**config.mk**
```make
export PLATFORM = sky130hd
export DESIGN_NAME = scr1_jtag_host
export DESIGN_NICKNAME = d
export VERILOG_FILES = /design/src/rtl/scr1_jtag_host_pkg.sv /design/src/rtl/scr1_jtag_host_tck_gen.sv /design/src/rtl/scr1_jtag_host.sv
export SDC_FILE = /design/constraint.sdc
export NUM_CORES = 1
export LEC_CHECK = 0
export ABC_AREA = 1
export BUFFER_PORTS_ARGS = -buffer_cell sky130_fd_sc_hd__buf_2
export CELL_PAD_IN_SITES_DETAIL_PLACEMENT = 2
export CELL_PAD_IN_SITES_GLOBAL_PLACEMENT = 2
export CORE_ASPECT_RATIO = 1.75
export CORE_MARGIN = 2
export CORE_UTILIZATION = 27
export CTS_CLUSTER_DIAMETER = 120
export DETAILED_ROUTE_END_ITERATION = 8
export PLACE_DENSITY_LB_ADDON = 0.1
export SYNTH_ARGS = -nofsm -noshare
export SYNTH_HDL_FRONTEND = slang
export SYNTH_SLANG_ARGS = --single-unit
```
**constraint.sdc**
```tcl
create_clock -name clk -period 1.7 [get_ports clk]
set_input_delay 0.17 -clock clk [delete_from_list [all_inputs] [get_ports clk]]
set_output_delay 0.17 -clock clk [all_outputs]
set_load 0.02 [all_outputs]
```
**src/rtl/scr1_jtag_host_pkg.sv**
```systemverilog
// Shared types and TMS sequence tables for the JTAG host.
package scr1_jtag_host_pkg;

  typedef enum logic [1:0] {
    CMD_RESET   = 2'd0,
    CMD_IR_SCAN = 2'd1,
    CMD_DR_SCAN = 2'd2,
    CMD_IDLE    = 2'd3
  } cmd_type_e;

  typedef enum logic [2:0] {
    ST_IDLE,
    ST_PRE,
    ST_SHIFT,
    ST_POST,
    ST_RUN,
    ST_RESP
  } state_e;

  localparam int unsigned TMS_PAT_W = 6;
  localparam int unsigned STEP_W    = 3;

  // TMS patterns, bit 0 is driven first
  localparam logic [TMS_PAT_W-1:0] TMS_RESET       = 6'b011111;
  localparam logic [STEP_W-1:0]    TMS_RESET_LEN   = 3'd6;
  localparam logic [TMS_PAT_W-1:0] TMS_DR_HDR      = 6'b000001;
  localparam logic [STEP_W-1:0]    TMS_DR_HDR_LEN  = 3'd3;
  localparam logic [TMS_PAT_W-1:0] TMS_IR_HDR      = 6'b000011;
  localparam logic [STEP_W-1:0]    TMS_IR_HDR_LEN  = 3'd4;
  localparam logic [TMS_PAT_W-1:0] TMS_TRAILER     = 6'b000001;
  localparam logic [STEP_W-1:0]    TMS_TRAILER_LEN = 3'd2;

  // Header pattern for a command; RESET is treated as a header-only command
  function automatic logic [TMS_PAT_W-1:0] hdr_pat(input cmd_type_e t);
    case (t)
      CMD_IR_SCAN: return TMS_IR_HDR;
      CMD_DR_SCAN: return TMS_DR_HDR;
      default:     return TMS_RESET;
    endcase
  endfunction

  function automatic logic [STEP_W-1:0] hdr_len(input cmd_type_e t);
    case (t)
      CMD_IR_SCAN: return TMS_IR_HDR_LEN;
      CMD_DR_SCAN: return TMS_DR_HDR_LEN;
      default:     return TMS_RESET_LEN;
    endcase
  endfunction

endpackage

```
**src/rtl/scr1_jtag_host_tck_gen.sv**
```systemverilog
// TCK divider: toggles tck every TCK_DIV clks while enabled, with edge strobes.
module scr1_jtag_host_tck_gen #(
  parameter int unsigned TCK_DIV = 4
) (
  input  logic clk,
  input  logic rst,
  input  logic en,
  output logic tck,
  output logic rise_c,
  output logic fall_c
);

  localparam int unsigned CW = (TCK_DIV > 1) ? $clog2(TCK_DIV) : 1;
  localparam logic [CW-1:0] CNT_MAX = CW'(TCK_DIV - 1);

  logic [CW-1:0] cnt;

  // Phase counter and tck register; parked low whenever disabled
  always_ff @(posedge clk) begin
    if (rst || !en) begin
      cnt <= '0;
      tck <= 1'b0;
    end else if (cnt == CNT_MAX) begin
      cnt <= '0;
      tck <= ~tck;
    end else begin
      cnt <= cnt + CW'(1);
    end
  end

  // Fall strobe coincides with the clk edge that drops tck; rise strobe marks
  // the first clk cycle with tck high so the synchronized tdo has settled
  assign fall_c = en && tck && (cnt == CNT_MAX);
  assign rise_c = en && tck && (cnt == '0);

endmodule

```
**src/rtl/scr1_jtag_host.sv**
```systemverilog
// Command-driven JTAG initiator; tracks the TAP and always parks it in RTI.
module scr1_jtag_host
  import scr1_jtag_host_pkg::*;
#(
  parameter int unsigned SCR1_MAX_LEN = 64,
  parameter int unsigned SCR1_TCK_DIV = 4
) (
  input  logic                              clk,
  input  logic                              rst,
  input  logic                              cmd_valid,
  output logic                              cmd_ready,
  input  logic [1:0]                        cmd_type,
  input  logic [$clog2(SCR1_MAX_LEN+1)-1:0] cmd_len,
  input  logic [SCR1_MAX_LEN-1:0]           cmd_data,
  output logic                              rsp_valid,
  input  logic                              rsp_ready,
  output logic [SCR1_MAX_LEN-1:0]           rsp_data,
  output logic                              tap_sync,
  output logic                              tck,
  output logic                              tms,
  output logic                              tdi,
  input  logic                              tdo
);

  localparam int unsigned LW = $clog2(SCR1_MAX_LEN + 1);
  localparam int unsigned IW = (SCR1_MAX_LEN > 1) ? $clog2(SCR1_MAX_LEN) : 1;

  state_e                  state_q, state_d;
  cmd_type_e               typ_q, typ_d;
  logic [LW-1:0]           len_q, len_d;
  logic [SCR1_MAX_LEN-1:0] data_q, data_d;
  logic [STEP_W-1:0]       step_q, step_d;
  logic [LW-1:0]           bit_q, bit_d;
  logic                    tms_d, tdi_d, rsp_valid_d, tap_sync_d, cmd_ready_d;
  logic [SCR1_MAX_LEN-1:0] rsp_data_d;
  logic [TMS_PAT_W-1:0]    cur_pat;
  logic [STEP_W-1:0]       cur_len;
  logic [IW-1:0]           bit_idx;
  logic                    last_bit;
  logic                    tdo_s1, tdo_s2;
  logic                    tck_en, rise_c, fall_c;

  assign tck_en   = (state_q == ST_PRE) || (state_q == ST_SHIFT) ||
                    (state_q == ST_POST) || (state_q == ST_RUN);
  assign bit_idx  = bit_q[IW-1:0];
  assign last_bit = (LW'(bit_q + LW'(1)) == len_q);

  scr1_jtag_host_tck_gen #(
    .TCK_DIV (SCR1_TCK_DIV)
  ) u_tck_gen (
    .clk    (clk),
    .rst    (rst),
    .en     (tck_en),
    .tck    (tck),
    .rise_c (rise_c),
    .fall_c (fall_c)
  );

  // Two-flop synchronizer for the asynchronous tdo
  always_ff @(posedge clk) begin
    if (rst) begin
      tdo_s1 <= 1'b0;
      tdo_s2 <= 1'b0;
    end else begin
      tdo_s1 <= tdo;
      tdo_s2 <= tdo_s1;
    end
  end

  // State and registered outputs
  always_ff @(posedge clk) begin
    if (rst) begin
      state_q   <= ST_IDLE;
      typ_q     <= CMD_RESET;
      len_q     <= '0;
      data_q    <= '0;
      step_q    <= '0;
      bit_q     <= '0;
      tms       <= 1'b1;
      tdi       <= 1'b0;
      rsp_valid <= 1'b0;
      rsp_data  <= '0;
      tap_sync  <= 1'b0;
      cmd_ready <= 1'b1;
    end else begin
      state_q   <= state_d;
      typ_q     <= typ_d;
      len_q     <= len_d;
      data_q    <= data_d;
      step_q    <= step_d;
      bit_q     <= bit_d;
      tms       <= tms_d;
      tdi       <= tdi_d;
      rsp_valid <= rsp_valid_d;
      rsp_data  <= rsp_data_d;
      tap_sync  <= tap_sync_d;
      cmd_ready <= cmd_ready_d;
    end
  end

  // Next-state and output logic; tms/tdi change on fall strobes, counters on rise
  always_comb begin
    state_d     = state_q;
    typ_d       = typ_q;
    len_d       = len_q;
    data_d      = data_q;
    step_d      = step_q;
    bit_d       = bit_q;
    tms_d       = tms;
    tdi_d       = tdi;
    rsp_valid_d = rsp_valid;
    rsp_data_d  = rsp_data;
    tap_sync_d  = tap_sync;
    cur_pat     = hdr_pat(typ_q);
    cur_len     = hdr_len(typ_q);

    case (state_q)
      ST_IDLE: begin
        if (cmd_valid && cmd_ready) begin
          typ_d      = cmd_type_e'(cmd_type);
          len_d      = (cmd_len > LW'(SCR1_MAX_LEN)) ? LW'(SCR1_MAX_LEN) : cmd_len;
          data_d     = cmd_data;
          step_d     = '0;
          bit_d      = '0;
          rsp_data_d = '0;
          case (typ_d)
            CMD_RESET: begin
              state_d = ST_PRE;
              tms_d   = 1'b1;
              tdi_d   = 1'b0;
            end
            CMD_IDLE: begin
              if (len_d != '0) begin
                state_d = ST_RUN;
                tms_d   = 1'b0;
                tdi_d   = 1'b0;
              end
            end
            default: begin
              if (len_d == '0) begin
                state_d     = ST_RESP;
                rsp_valid_d = 1'b1;
              end else begin
                // every scan header opens with TMS=1 out of RTI
                state_d = ST_PRE;
                tms_d   = 1'b1;
                tdi_d   = 1'b0;
              end
            end
          endcase
        end
      end

      ST_PRE: begin
        if (rise_c) step_d = step_q + STEP_W'(1);
        if (fall_c) begin
          if (step_q == cur_len) begin
            step_d = '0;
            if (typ_q == CMD_RESET) begin
              state_d    = ST_IDLE;
              tms_d      = 1'b0;
              tap_sync_d = 1'b1;
            end else begin
              state_d = ST_SHIFT;
              tdi_d   = data_q[0];
              tms_d   = (len_q == LW'(1));
            end
          end else begin
            tms_d = cur_pat[step_q];
          end
        end
      end

      ST_SHIFT: begin
        if (rise_c) begin
          rsp_data_d[bit_idx] = tdo_s2;
          bit_d               = bit_q + LW'(1);
        end
        if (fall_c) begin
          if (bit_q == len_q) begin
            state_d = ST_POST;
            tms_d   = TMS_TRAILER[0];
            tdi_d   = 1'b0;
          end else begin
            tdi_d = data_q[bit_idx];
            tms_d = last_bit;
          end
        end
      end

      ST_POST: begin
        if (rise_c) step_d = step_q + STEP_W'(1);
        if (fall_c) begin
          if (step_q == TMS_TRAILER_LEN) begin
            state_d     = ST_RESP;
            rsp_valid_d = 1'b1;
            tms_d       = 1'b0;
          end else begin
            tms_d = TMS_TRAILER[step_q];
          end
        end
      end

      ST_RUN: begin
        if (rise_c) bit_d = bit_q + LW'(1);
        if (fall_c && (bit_q == len_q)) state_d = ST_IDLE;
      end

      ST_RESP: begin
        if (rsp_ready) begin
          rsp_valid_d = 1'b0;
          state_d     = ST_IDLE;
        end
      end

      default: state_d = ST_IDLE;
    endcase

    cmd_ready_d = (state_d == ST_IDLE) && !rsp_valid_d;
  end

endmodule

```
=== Yosys cells after proc, flatten, opt, wreduce, memory -nomap -nowiden ===
Memory sizes are Yosys's and may differ from the RTL's. A register that Yosys moved wholly into a read port is not among the register bits.
Cells that the tools add are included.

* Memories kept: 1
* Output and inout port bits: 70
* Bits of input ports: 78
* Memory bits (read-only): 8
* Bits in writable memories: 0
* Bits in registers: 160
* Bits in latches: 0

* Mux-type cells: 66
* Reduce and logical (&&, ||, !) cells: 35
* $add $sub $neg: 3
* Div/mod/pow operators: 0
* Order comparisons: 4
* Equal/unequal tests: 24
* Multiply operators: 0
* Bitwise gates (word level): 1
* Shift-type cells: 0

{| class="wikitable"
|+ Memories
! name !! words !! width !! read ports !! clocked after memory_dff !! wr ports !! RTL line !! source
|-
| (no name shown) || 8 || 1 || 1 || 1 || 0 || scr1_jtag_host.sv:199 || <nowiki>tms_d = TMS_TRAILER[step_q];</nowiki>
|}

{| class="wikitable"
|+ Operator list
! cell !! number
|-
| $mux 64 || 2
|-
| $pmux 64 s2 || 1
|-
| $bwmux 64 || 1
|-
| $mux 3 || 17
|-
| $mux 1 || 27
|-
| $mux 7 || 3
|-
| $pmux 3 s6 || 1
|-
| $eq 7x7->1 || 2
|-
| $pmux 7 s2 || 1
|-
| $ne 2x2->1 const B || 6
|-
| $pmux 3 s2 || 2
|-
| $pmux 5 s2 || 1
|-
| $eq 3x2->1 const B || 3
|-
| $pmux 3 s3 || 1
|-
| $reduce_and 8->1 || 1
|-
| $add 7x1->7 const B || 1
|-
| $eq 7x1->1 const B || 1
|-
| $gt 7x7->1 const B || 1
|-
| $logic_and 1x1->1 || 7
|-
| $logic_not 7->1 || 1
|-
| $lt 6x7->1 const B || 1
|-
| $reduce_and 7->1 || 1
|-
| $reduce_bool 7->1 || 1
|-
| $bmux 1 s6 || 1
|-
| other kinds (30) || 49
|}

=== Longest topological paths before layout ===
Gate-level depths: netlist of run 1.

* Depth in word-level cells: 12
* Depth in mapped cells: 15

=== By module ===
A second synthesis of run 1 with hierarchy kept.

* Cells, all modules: 1243
* Area, all modules: 8142.8 um^2

{| class="wikitable"
|+ By module, submodules not included
! module !! cells each !! area each (um^2) !! times used !! sequential area each (um^2)
|-
| scr1_jtag_host || 1220 || 7986.4 || 1 || 3163.0
|-
| scr1_jtag_host_tck_gen || 23 || 156.4 || 1 || 60.1
|}

=== Worst setup path before layout of run 1 ===
No wires, ideal clock.

* Path type: flip-flop to flip-flop
* Start point: register typ_q[0]
* End point: register cmd_ready
* Arrival: 1612 ps
* Required time: 1578 ps
* Clock period less this slack: 1734 ps
* Stages on the path, launching flop included: 14
* Slack: -34 ps
* Library setup time: 122 ps
* Cells stage by stage: dfxtp_1 inv_1 ha_1 ha_1 a21oi_1 nand2_1 nor2_1 nand2_1 inv_1 nand3_1 nand3_1 nor2_1 nand3_1 nand2_1

* Cells in the longest elaborated chain, start to end: 8

{| class="wikitable"
|+ RTL lines
! item !! RTL line !! source
|-
| start, declared || scr1_jtag_host.sv:29 || <nowiki>cmd_type_e typ_q, typ_d;</nowiki>
|-
| start signal, assigned || scr1_jtag_host.sv:87 || <nowiki>typ_q <= typ_d;</nowiki>
|-
| $eq 2x2->1 or $eq 2x1->1 (tied branches) || scr1_jtag_host_pkg.sv:43 || <nowiki>case (t)</nowiki>
|-
| $pmux 3 s2 || scr1_jtag_host_pkg.sv:43 ||
|-
| $eq 3x3->1 || scr1_jtag_host.sv:157 || <nowiki>if (step_q == cur_len) begin</nowiki>
|-
| $mux 3 * || scr1_jtag_host.sv:157 ||
|-
| $mux 3 * || scr1_jtag_host.sv:156 || <nowiki>if (fall_c) begin</nowiki>
|-
| $pmux 3 s6 * || scr1_jtag_host.sv:117 || <nowiki>case (state_q)</nowiki>
|-
| $logic_not 3->1 * || scr1_jtag_host.sv:219 || <nowiki>cmd_ready_d = (state_d == ST_IDLE) && !rsp_valid_d;</nowiki>
|-
| $logic_and 1x1->1 * || scr1_jtag_host.sv:219 ||
|-
| end signal, assigned || scr1_jtag_host.sv:97 || <nowiki>cmd_ready <= cmd_ready_d;</nowiki>
|-
| end, declared || scr1_jtag_host.sv:11 || <nowiki>output logic cmd_ready,</nowiki>
|}

Mark *: on every way between the ends. The rest lies on a longest branch, timed or not.
A chain may end at the register's enable or synchronous reset.

=== Final worst setup path of run 1 ===
Same ends and word-level chain as after synthesis.

==> results of run 1 <==
-- layer usage --
metal / vias up / global-route usage / share of wire
met1: 4731 / 0.245 / 0.36
met4: 0 / 0.101 / 0.039
met3: 65 / 0.0326 / 0.024
met2: 177 / 0.448 / 0.57
met5: - / 0 / 0
li1: 4588 / - / -
-- report_power, final --
part	switching, uW	internal [uW]	total [uW]
Sequential	218	4120	4340
Combinational	2330	1550	3870
Clock	1780	2140	3920
Total	4330	7810	12100
-- final timing paths --
check,start,to,slack [ns],cells after the start
worst max register to register,typ_q[0],cmd_ready,-0.04,12
worst max-delay path,typ_q[0],cmd_ready,-0.04,12
worst min-delay path,cmd_data[36],data_q[36],0.009,3
worst min register to register,tdo_s1,tdo_s2,0.42,2
-- layout make-up --
| class | instances | share of cell area |
|---|---|---|
| flip-flops and latches | 161 | 0.266 |
| repair buffers | 343 | 0.242 |
| diodes | 1 | 0.000205 |
| clock buffers | 21 | 0.0385 |
| well taps | 382 | 0.0392 |
| inverters | 82 | 0.0271 |
| clock inverters | 11 | 0.00861 |
| multi-input cells | 928 | 0.379 |
-- cells by family (layout without fill, tap and decap cells) --
group | after synthesis | after routing
and+or+nand+nor | 703 | 703
AOI/OAI and AO/OA | 210 | 210
DFF | 161 | 161
buffers and inverters | 157 | 457
adders and majority gates | 11 | 11
xor gates and xnor gates | 4 | 4
other | 0 | 1
-- what timing repair did --
action	4_1_cts	5_1_grt
resized for setup	63	148
setup buffers	14	6
endpoints found under the hold margin	61	1
setup endpoints to repair	90	146
hold buffers	61	1
cloned	5	15
pin swaps	12	35
-- flip-flops by register name (all words and copies together), names as in the netlist, 2 cells and up, named ones only --
signal	count
bit_q	7
data_q	64
len_q	7
rsp_data	64
state_q	3
step_q	3
typ_q	2
u_tck_gen.cnt	2
-- worst min-delay path: stages --
cell	delay, ns
buf_2	0.11
o21ai_2	0.06
a21oi_1	0.10
-- placed cells by master (no fill, tap or decap), drive strengths merged, types with 2 or more instances in the layout --
cell type    synthesis  final
nand2              353    353
buf                 32    268
nor2               221    221
dfxtp              161    161
a21oi              101    101
o21ai               99     99
nand3               87     87
inv                 81     83
dlygate4sd3          0     62
clkbuf              43     34
nand4               29     29
ha                  11     11
nor3                 9      9
clkinv               1      8
a211oi               4      4
xor2                 3      3
a21boi               2      2
a31oi                2      2
-- through the flow --
step                      area, um2  setup slack, ns  total power [uW]  TNS, ns  cells
after CTS                     11400          -0.0766             11700   -0.138   1908
after detailed placement       9740           -0.209              7490    -3.02   1796
after global routing          12200           -0.188             12800    -6.00   1929
after global placement         9740          -0.0907              7420   -0.383   1796
after floorplan                7990          0.00761              6020        0   1246
final                         12200          -0.0399             12100   -0.335   1929
==> out/metrics.cfg, run 1 <==
[die]
rows = 83
die_area_um2 = 31000
fp.dieH_um = 232
io_pins = 148
dieWidth_um = 134
core_region_area_um2 = 29200
start_util = 0.274

[logic_synthesis]
ys_top_cells_by_area = dfxtp_1 (40%), nand2_1 (17%), nor2_1 (10%), a21oi_1 (6.3%), o21ai_0 (5.6%)
synthesis.area_um2 = 7990
yosys_register_bits = 161
synth_mux_area_frac = 0
synth_fa_ha_area_frac = 0.0172
yosysWarningCount = 0
yosysUniqueCellTypes = 33
synthDominantCellAreaShare = 0.404
synth_most_common_cell = nand2_1
synth_top_family_by_area = simple AND/OR/NAND/NOR gates
ys.flop_type = dfxtp_1
synthTopCellsByCount = nand2_1 (352), nor2_1 (215), dfxtp_1 (161), a21oi_1 (101), o21ai_0 (89)
ys_seq_area_frac = 0.404
synth_top_area_cell = dfxtp_1
synth_xor_area_frac = 0.00439
syn_nets = 1335
synthCells = 1246
synth-compound-area-share = 0.135
synth_edf_count = 0
syn_avg_cell_area_um2 = 6.41
ys_async_sr_fraction = 0
synth-simple-area-share = 0.360

[layout]
multi_input_area_um2 = 4620
area_growth_pct = 52.9
final_core_util = 0.418
drive_gt1_frac = 0.298
ff_latch_area_um2 = 3240
fillers = 3398
final_nets = 1622

[cts]
clk_latency_ns = 0.46
cts_inserted_buffers = 17
cts_tree = done
clk_transition_reported_paths_ns = 0.07
clockBufferDepth = 2
root_buffer = clkbuf_16
cts.sinks = 161
htree_levels = 4

[setup_path]
cp-start-kind = flop
path_buf_inv = 1
worstPathCellList = inv_2 > ha_4 > ha_4 > a21oi_2 > nand2_2 > nor2_4 > nand2_2 > a21oi_2 > nand2_1 > nor2_2 > nand3_1 > nand2_1
critPathTopFamily = simple AND/OR/NAND/NOR gates
arrival_ns = 2.14
criticalPathCategory = reg -> reg
max_stage_delay_ns = 0.34
crit_fanout = 3
cp_data_required_time_ns = 2.10
end_kind = flop
cp_slowest_cell = dfxtp_2

[pwr]
p_leak_uw = 0.00526
irDropWorstVdd_mv = 0.705
powerDensity_nw_per_um2 = 994

[global_routing]
grt_pass1_wl_mm = 55.7
grt_util_all_layers = 0.232
antenna_found_initial = 1
grt_max_degree = 80
grt_pass1_vias = 10300
overflow = 0

[run_status]
violations = setup timing
status = finished, violations left

[sta]
tightest_slew_ns = 0.501
period_needed_ns = 1.74
drv_slew = 0
setup_ws_ns = -0.0399
relSlewSlack = 0.665
fmax_mhz = 575
report.final.setup_viol = 25
hold_slack_ns = 0.00889
period_share = 1.02
clock_skew_ns = 0.00848
rsz0062_at_grt = true
finalHoldViolCount = 0

[route]
wl_per_cell_um = 19.9
drc = 0
first_iter_violations = 372
drt-pass1-iter-count = 4
vias = 9561
antenna_left = 0
routed_wl_mm = 38.4
viasPerCell = 4.96

[placement]
place.gp.congestion = 0.783
dp_hpwl_mm = 23.1
portBuffers = 147

[worst_hold_path]
worstHoldPathType = in -> reg

[run]
drv_cap = 0

(Power assumes the default switching activity.)
==> inputs of run 2 (changes only) <==
- CORE_MARGIN: 2 -> 10
==> run 2 against run 1 <==
  * The flow finishes with violations (hold timing, setup timing)
  * Die area up 20%
  * Clock power up 4%
  * Design area down 0.29%
  * Routed wire length down 0.95%
  * Worst setup slack worse by 0.038 ns
  * Global-route usage down 4.0 points
  * Fmax down 2.2%
  * Sequential share of layout area up 0.12 points
  * Combinational power down 5.4%
  * Sequential cell count unchanged
  * Critical endpoint is now rsp_data[39]
  * Highest routed layer unchanged
==> out/metrics.cfg, run 2 (synthesis gave the netlist of run 1 again) <==
[layout]
final_nets = 1601  ; -1.3%
antenna_cells = 0  ; -1
layout_commonest_cell = nand2_1
fillers = 3473  ; +2.2%
multi_input_area_um2 = 4860  ; +5.2%
area_growth_pct = 52.4
drive_gt1_frac = 0.325  ; +0.0279
ff_latch_area_um2 = 3250  ; +0.15%
reg_top3 = data_q x64, rsp_data x64
most-common-layout-cells = nand2_1 (302), nor2_1 (190), dfxtp_1 (150)

[pwr]
switching_share = 0.348  ; -0.00838
p_switching_uw = 4200  ; -2.9%
clkPwrFrac = 0.336  ; +0.013
irDropWorstVdd_mv = 0.784  ; +11%
p_int_uw = 7870  ; +0.75%
finalPower_uw = 12100  ; -0.55%
seq_power_share = 0.361  ; +0.003
p_leak_uw = 0.00538  ; +2.2%
powerDensity_nw_per_um2 = 992  ; -0.26%
combPwrFrac = 0.303  ; -0.016

[route]
wl_per_cell_um = 20.0  ; +0.25%
vias = 9444  ; -1.2%
drt-pass1-iter-count = 4  ; unchanged
first_iter_violations = 256  ; -31%
routed_wl_mm = 38.0  ; -0.95%
viasPerCell = 4.95  ; about the same
antenna_left = 0  ; unchanged
drc = 0  ; unchanged

[global_routing]
grt_pass1_vias = 10300  ; +0.14%
overflow = 0  ; unchanged
grt_max_degree = 80  ; unchanged
grt_pass1_wl_mm = 56.1  ; +0.82%
antenna_found_initial = 0  ; -1
grt_util_all_layers = 0.192  ; -0.0403

[sta]
clock_skew_ns = 0.0109  ; +0.00240 ns
relSlewSlack = 0.668  ; +0.00283
fmax_mhz = 562  ; -2.2%
tightest_slew_ns = 0.498  ; -0.00370 ns
finalHoldViolCount = 2  ; +2
drv_slew = 0  ; unchanged
report.final.setup_viol = 26  ; +4.0%
setup_ws_ns = -0.0782  ; -0.0382 ns
period_share = 1.05  ; +0.0225
period_needed_ns = 1.78  ; +0.0382 ns
rsz0062_at_grt = true
setup_tns_ns = -0.853  ; -0.518 ns
hold_slack_ns = -0.000617  ; -0.00951 ns

[die]
die_area_um2 = 37100  ; +20%
io_pins = 148  ; unchanged
fp.dieH_um = 248  ; +6.9%
rows = 83  ; unchanged
dieWidth_um = 150  ; +12%
core_region_area_um2 = 29300  ; +0.36%
start_util = 0.273  ; -0.000970

[worst_hold_path]
worstHoldStart = cmd_data[50]
holdPathEnd = data_q[50]
worstHoldPathType = in -> reg
whs_path_depth = 3  ; unchanged

[placement]
portBuffers = 147  ; unchanged
place.gp.congestion = 0.835  ; +6.5%
dp_hpwl_mm = 24.7  ; +6.8%

[cts]
clockBufferDepth = 2  ; unchanged
clk_latency_ns = 0.46  ; about the same
htree_levels = 4  ; unchanged
root_buffer = clkbuf_16
cts_inserted_buffers = 17  ; unchanged
cts_tree = done
cts.sinks = 161  ; unchanged
clk_transition_reported_paths_ns = 0.07  ; about the same

[setup_path]
end_kind = flop
crit_fanout = 7  ; +4
arrival_ns = 2.17  ; +0.03 ns
cp_data_required_time_ns = 2.09  ; about the same
reg2reg_from = state_q[1]
r2r_slack_ns = -0.08  ; -0.04 ns
criticalPathCategory = reg -> reg
ff2ff_path_depth = 11  ; -1
cp-start-kind = flop
timing.rr.end = rsp_data[39]

[run_status]
status = finished, violations left
violations = hold timing, setup timing

[run]
drv_cap = 0  ; unchanged

==> run 2: cell types whose count changed in the layout (fill, tap and decap cells not counted), moves of 5 or more <==
cell,previous run,this run
dlygate4sd3_1,62,57
nor2_1,180,190
nand3_2,10,28
a21oi_1,92,59
nand2_2,37,32
nor2_4,15,9
a21oi_2,9,41
nand3_1,74,58
nand2_1,312,302
inv_2,11,16
buf_4,87,80
nand2_4,4,19
==> run 2: cell type report <==
type	instances	area share
Timing Repair Buffer	322	0.219
Multi-Input combinational cell	928	0.400
Clock buffer	23	0.0409
Tap cell	382	0.0393
Clock inverter	8	0.00843
Sequential cell	161	0.267
Inverter	82	0.0261
==> run 2: critical path: stages (launching register included) <==
cell	delay, ns
dfxtp_4	0.37
nor2_4	0.16
nand2_4	0.08
nand2_4	0.08
nand3_4	0.10
nor2_4	0.18
nor2_4	0.08
nor2_4	0.14
buf_6	0.15
clkbuf_16	0.18
nand2_4	0.05
a21oi_2	0.14
==> run 2: power by group through the flow <==
stage	Combinational [uW]	Clock [uW]	Sequential [uW]
CTS	3340	4150	4350
finish	3660	4060	4350
detailed placement	3110	0	4410
global route	4060	4280	4400
floorplan	1680	0	4340
global placement	3040	0	4390
==> run 2: worst max path at each step <==
| stage | endpoint | slack, ns | startpoint | cells after the start |
|---|---|---|---|---|
| after detailed placement | cmd_ready | -0.19 | typ_q[0] | 13 |
| after floorplan | cmd_ready | 0.008 | typ_q[0] | 13 |
| after global routing | tms | -0.16 | state_q[2] | 13 |
| after CTS | tms | -0.06 | bit_q[0] | 14 |
| after global placement | cmd_ready | -0.08 | typ_q[0] | 13 |
| final | rsp_data[39] | -0.08 | state_q[1] | 11 |
==> run 2: metrics by stage <==
stage	utilization	hold WS, ns	instances	instance area, um2	worst slack [ns]
6_report	0.416	-0.000617	1906	12200	-0.0782
5_1_grt	0.416	0.0161	1906	12200	-0.161
4_1_cts	0.385	0.0000954	1889	11300	-0.0555
3_5_place_dp	0.333	0.401	1789	9740	-0.192
3_3_place_gp	0.333	0.393	1789	9740	-0.0847
2_1_floorplan	-	0.277	1246	7990	0.00761
==> run 2: layer usage <==
metal | wire, um | global-route usage | up-vias
met5 | 0 | 0 | -
met2 | 21800 | 0.370 | 179
met3 | 1090 | 0.0332 | 54
met4 | 930 | 0.0680 | 0
li1 | - | - | 4530
met1 | 14200 | 0.199 | 4681
==> run 2: timing repair <==
item                       4_1_cts  5_1_grt
setup endpoints to repair      100      152
gates cloned                     3       11
buffers inserted                 9        9
pin swaps                       15       41
gates resized for setup         55      203
hold buffers                    57        0
hold endpoints to repair        57        0
